===== src/rtl/seq_detect_pkg.sv =====
// Shared defaults and helpers for the multi-pattern serial sequence detector.
package seq_detect_pkg;

  localparam int unsigned DEF_N     = 8;
  localparam int unsigned DEF_K     = 4;
  localparam int unsigned DEF_CNT_W = 16;

  // Width of a counter that must hold the values 0..n inclusive.
  function automatic int unsigned ctr_width(input int unsigned n);
    return $clog2(n + 1);
  endfunction

endpackage


===== src/rtl/seq_match_lane.sv =====
// One detection channel: masked compare, overlap gap tracking, valid flop and match counter.
// Match counter present only when SEQ_MATCH_CNT_EN is defined.
module seq_match_lane
  import seq_detect_pkg::*;
#(
  parameter int unsigned N     = DEF_N,
  parameter int unsigned CNT_W = DEF_CNT_W
) (
  input  logic             clk,
  input  logic             reset,
  input  logic             en,
  input  logic             full_nx,
  input  logic [N-1:0]     sr_nx,
  input  logic [N-1:0]     seq,
  input  logic [N-1:0]     mask,
  input  logic             overlap,
  input  logic             cnt_clr,
  output logic             hit,
  output logic             valid,
  output logic [CNT_W-1:0] match_cnt
);

  localparam int unsigned GW = ctr_width(N);

  logic [GW-1:0] gap;
  logic [GW-1:0] gap_inc;
  logic          armed;
  logic          pat_ok;

  always_comb begin
    gap_inc = (gap >= GW'(N)) ? GW'(N) : gap + 1'b1;
    armed   = overlap || (gap_inc >= GW'(N));
    pat_ok  = ((sr_nx ^ seq) & mask) == '0;
    hit     = en && full_nx && pat_ok && armed;
  end

  // gap advances in both modes so an overlap switch needs no resync
  always_ff @(posedge clk or posedge reset) begin
    if (reset) begin
      gap   <= '0;
      valid <= 1'b0;
    end else begin
      valid <= hit;
      if (en) gap <= hit ? '0 : gap_inc;
    end
  end

`ifdef SEQ_MATCH_CNT_EN
  logic [CNT_W-1:0] cnt;

  always_ff @(posedge clk or posedge reset) begin
    if (reset)
      cnt <= '0;
    else if (cnt_clr)
      cnt <= '0;
    else if (hit && (cnt != '1))
      cnt <= cnt + 1'b1;
  end

  assign match_cnt = cnt;
`else
  logic unused_cnt_clr;
  assign unused_cnt_clr = cnt_clr;
  assign match_cnt      = '0;
`endif

endmodule


===== src/rtl/seq_detect_multi.sv =====
// Multi-channel serial sequence detector: shared history/fill, K generated match lanes.
// Optional per-channel match counters via SEQ_MATCH_CNT_EN.
module seq_detect_multi
  import seq_detect_pkg::*;
#(
  parameter int unsigned N     = DEF_N,
  parameter int unsigned K     = DEF_K,
  parameter int unsigned CNT_W = DEF_CNT_W
) (
  input  logic                      clk,
  input  logic                      reset,
  input  logic                      en,
  input  logic                      a,
  input  logic [K-1:0][N-1:0]       seq,
  input  logic [K-1:0][N-1:0]       mask,
  input  logic                      overlap,
  input  logic                      cnt_clr,
  output logic [K-1:0]              valid,
  output logic                      any_valid,
  output logic [K-1:0][CNT_W-1:0]   match_cnt
);

  localparam int unsigned FW = ctr_width(N);

  logic [N-1:0]  sr;
  logic [N-1:0]  sr_nx;
  logic [FW-1:0] fill;
  logic [FW-1:0] fill_nx;
  logic          full_nx;
  logic [K-1:0]  hit;

  always_comb begin
    sr_nx   = {sr[N-2:0], a};
    fill_nx = (en && (fill != FW'(N))) ? fill + 1'b1 : fill;
    full_nx = (fill_nx == FW'(N));
  end

  always_ff @(posedge clk or posedge reset) begin
    if (reset) begin
      sr        <= '0;
      fill      <= '0;
      any_valid <= 1'b0;
    end else begin
      if (en) sr <= sr_nx;
      fill      <= fill_nx;
      any_valid <= |hit;
    end
  end

  for (genvar k = 0; k < K; k++) begin : g_lane
    seq_match_lane #(
      .N     (N),
      .CNT_W (CNT_W)
    ) u_lane (
      .clk       (clk),
      .reset     (reset),
      .en        (en),
      .full_nx   (full_nx),
      .sr_nx     (sr_nx),
      .seq       (seq[k]),
      .mask      (mask[k]),
      .overlap   (overlap),
      .cnt_clr   (cnt_clr),
      .hit       (hit[k]),
      .valid     (valid[k]),
      .match_cnt (match_cnt[k])
    );
  end

endmodule

===== config.mk =====
export PLATFORM = sky130hd
export DESIGN_NAME = seq_detect_multi
export DESIGN_NICKNAME = d
export VERILOG_FILES = /design/src/rtl/seq_detect_pkg.sv /design/src/rtl/seq_match_lane.sv /design/src/rtl/seq_detect_multi.sv
export SDC_FILE = /design/constraint.sdc
export NUM_CORES = 1
export LEC_CHECK = 0
export CORE_MARGIN = 2
export CORE_UTILIZATION = 36
export CTS_CLUSTER_SIZE = 10
export DETAILED_ROUTE_END_ITERATION = 10
export HOLD_SLACK_MARGIN = 0.1
export PLACE_DENSITY = 0.75
export SLEW_MARGIN = 10
export SYNTH_ARGS = -nofsm -noshare
export SYNTH_HDL_FRONTEND = slang
export SYNTH_SLANG_ARGS = --single-unit

===== constraint.sdc =====
create_clock -name clk -period 2 [get_ports clk]
set_input_delay 0.3 -clock clk [delete_from_list [all_inputs] [get_ports clk]]
set_output_delay 0.3 -clock clk [all_outputs]
set_load 0.03 [all_outputs]

==> results by group <==
STA
  • Fmax: between 400 and 500 MHz
  • Final period util: 1.049
  • Max-slew violation count: 0
  • Worst-margin pin slew: 0.5009 ns
  • Setup slack after layout: -0.09838 ns
  • Final setup violation count: 20
  • Min Clock Period, post-route: 2.098 ns
  • RSZ-0062 raised after global routing: true
  • Slew HR: 0.6632
  • Skew final: 0.005550 ns
  • Total negative slack: -1.054 ns
  • Final hold vios: 0

Die
  • Core Region: 6794 sq um
  • Initial Utilization: 0.3722
  • Die width: 87.81 um
  • Top Ports: 139
  • Rows: 30
  • Die Span Y: about 90 um
  • Die footprint: 7711 sq um

Critical path
  • Crit path to: g_lane[1].u_lane.gap[1]
  • Origin of the worst setup path: fill[0]
  • Worst Path Max Fanout: 5
  • WP data arrival: 2.25 ns
  • WS Path Type: reg2reg
  • Reg2reg end: g_lane[1].u_lane.gap[1]
  • R2R setup slack: -0.1 ns
  • Worst r2r src: fill[0]
  • Critical Path RT: ~2.2 ns
  • R2R cell count: 7
  • Crit end category: flop
  • Worst setup SP type: flop

Yosys
  • Synthesized area per cell: 9.400 sq um
  • Synthesis Warnings: 0
  • FF+latch count, synth: 32
  • Sequential element share of the synthesized area: 0.3167
  • Post-synthesis cell type count: 30
  • Post-synthesis cell area: 2529 sq um
  • Synth Instances: 269

Route
  • 1st-pass router iterations: 4
  • DRC viols: 0
  • Wirelength, routed: roughly 5400 um
  • Vias/cell: 4.264
  • Routed Antenna Nets: 0
  • DR WL/cell: approximately 12 um
  • Iteration-0 DRC Markers: 84
  • Routed vias: 1889

Final layout
  • Reg area: 800.8 sq um
  • Layout cell share with drive strength beyond 1: 0.1239
  • Multi-input gate area: around 1400 sq um
  • Nets: ~430
  • Area delta synth->final: 30.18%
  • ANT cells: 0
  • Finished Cell Area: 3292 sq um
  • Non-filler cells in the finished layout: 443
  • Layout Utilization: 0.4845
  • Final-layout fill cell count: 646

Power
  • Leakage: 1.535 nW
  • VDD IR max: about 0.00053 V
  • Pwr/cell area: 894.2 nW/um^2

Place
  • Port bufs: 73
  • GP Congestion: a little over 0.8
  • Dpl cell area: approximately 3200 sq um
  • Post-Place Cells: 434
  • Half-perimeter wire length after detailed placement: 4371 um

Clocking
  • Worst-path clk slew: approximately 0.070 ns
  • Clock Path Buffers: 2
  • Clk Latency, worst-skew pair: 0.28 ns
  • CTS tree: yes
  • CTS H-tree depth: 2
  • Sink Count: 32
  • CTS root buf: clkbuf_8
  • CTS Buf Count: 5

Worst hold path
  • Worst min path class: in2async

GRT
  • Initial antenna violation count: 0
  • GR peak layer: met2
  • Met1 Use GR: 0.1736
  • GRT Util Overall: 0.1433
  • Vias in the first global route: 1844
  • Met3 Use GR: 0.04053
  • Pin count of the biggest net entering global routing: 36
  • GR Util met2: 0.2479
  • First-pass GRT wire length: between 8000 and 9000 um
  • Gr ovfl total: 0

Flow run
  • MaxCap Viol Count: 0

Run status
  • Status: finished, violations left
  • Failing checks: negative setup slack
## report_power, final
group	total (mW)	internal [mW]	leakage (nW)	switching [mW]
clock network	0.601	0.369	0.0552	0.231
logic	1.23	0.585	1.07	0.646
registers	1.11	0.863	0.405	0.249
total	2.94	1.82	1.53	1.13
## per-layer routing
| metal | share of wire | routed length, um |
|---|---|---|
| met5 | 0 | 0 |
| met4 | 0.020 | 110 |
| met3 | 0.042 | 227 |
| met2 | 0.52 | 2805 |
| met1 | 0.42 | 2284 |
## through the flow
step                power, mW  setup slack [ns]  hold WS, ns
floorplan               2.041          0.006954       0.4162
finish                  2.944          -0.09838       0.3977
global route            3.181           -0.2015       0.4516
global placement        2.269           -0.1786       0.5297
CTS                     2.953           -0.1079       0.4129
detailed placement      2.326           -0.1943       0.5361
## critical path, stage by stage (launching register included)
cell,delay [ns]
dfrtp_1,0.40
inv_1,0.07
ha_2,0.18
nand3b_1,0.12
a211o_1,0.32
a2111o_4,0.53
nor3_4,0.23
o32ai_1,0.13
## what timing repair did
item / in CTS / in global routing
gates resized for setup: 1 / 5
hold buffers: 0 / 0
pin swaps: 9 / 2
setup buffers: 0 / 1
cloned: 0 / 0
setup endpoints to repair: 20 / 20
## synthesized netlist by cell type, drive strengths merged
| cell | number | area (sq um) |
|---|---|---|
| o21ai | 8 | 40.04 |
| a222oi | 4 | 40.04 |
| or2 | 4 | 25.02 |
| nor3 | 4 | 65.06 |
| clkbuf | 12 | 45.04 |
| nand4b | 1 | 8.760 |
| xor2 | 33 | 289.0 |
| xnor2 | 2 | 17.52 |
| a22oi | 8 | 60.06 |
| nand3 | 5 | 25.02 |
| nor2 | 8 | 30.03 |
| a21oi | 5 | 25.02 |
| a41oi | 1 | 8.760 |
| ha | 10 | 125.1 |
| o31ai | 4 | 30.03 |
| inv | 12 | 45.04 |
| a31oi | 4 | 25.02 |
| nand2 | 13 | 48.80 |
| o32ai | 3 | 26.28 |
| a211o | 1 | 8.760 |
| dfrtp | 32 | 800.8 |
| mux2 | 9 | 101.4 |
| nand3b | 2 | 15.01 |
| a2111o | 1 | 21.27 |
| or3 | 4 | 25.02 |
| conb | 1 | 3.750 |
| and3 | 4 | 25.02 |
| nand4 | 1 | 6.260 |
| o22ai | 5 | 31.28 |
| buf | 68 | 510.5 |
## flip-flops by register name, summed over array words and instances, names as in the netlist
register / count
any_valid: 1
fill: 4
g_lane.u_lane.gap: 16
g_lane.u_lane.valid: 4
sr: 7
## logic make-up after synthesis
group / count (synthesis) / synth area share
AO/OA/AOI/OAI: 44 / 0.1252
multiplexers: 9 / 0.04008
adder cells (fa/ha/maj): 10 / 0.04948
XOR/XNOR: 35 / 0.1212
other: 1 / 0.001483
buffers and inverters: 92 / 0.2375
AND/OR/NAND/NOR: 46 / 0.1084
flip-flops: 32 / 0.3167
## cell usage in the layout, fill, tap and decap left out, types with 2 or more instances in the layout
cell	netlist	routed
a22oi_1	8	8
clkbuf_8	0	5
a222oi_1	4	4
nor2_1	8	7
inv_1	12	11
o21ai_0	8	8
or3_1	4	4
xor2_1	33	33
nor3_4	4	4
o31ai_1	4	4
buf_4	68	12
ha_1	10	9
mux2_2	9	9
or2_2	4	4
nand2_1	13	13
nand3b_1	2	2
buf_6	0	2
clkdlybuf4s50_1	0	73
a31oi_1	4	4
xnor2_1	2	2
dfrtp_1	32	32
conb_1	1	64
nand3_1	5	5
a21oi_1	5	5
o32ai_1	3	3
o22ai_1	5	4
and3_1	4	4
## final cells by class
class / count / area share
Tap cell: 96 / 0.03649
Timing Repair Buffer: 87 / 0.2562
Clock inverter: 2 / 0.01064
Inverter: 12 / 0.01368
Sequential cell: 32 / 0.2433
Clock buffer: 6 / 0.02204
Multi-Input combinational cell: 208 / 0.4177
## how the worst min path moves through the flow
| stage | from | endpoint | depth (start not counted) |
|---|---|---|---|
| after floorplan | reset | any_valid | 1 |
| after global placement | fill[3] | fill[3] | 1 |
| after detailed placement | g_lane[1].u_lane.gap[3] | g_lane[1].u_lane.gap[1] | 1 |
| after CTS | reset | fill[0] | 3 |
| after global routing | reset | fill[0] | 3 |
| final | reset | fill[0] | 3 |
Note: power is estimated with default switching activity, not from simulation.
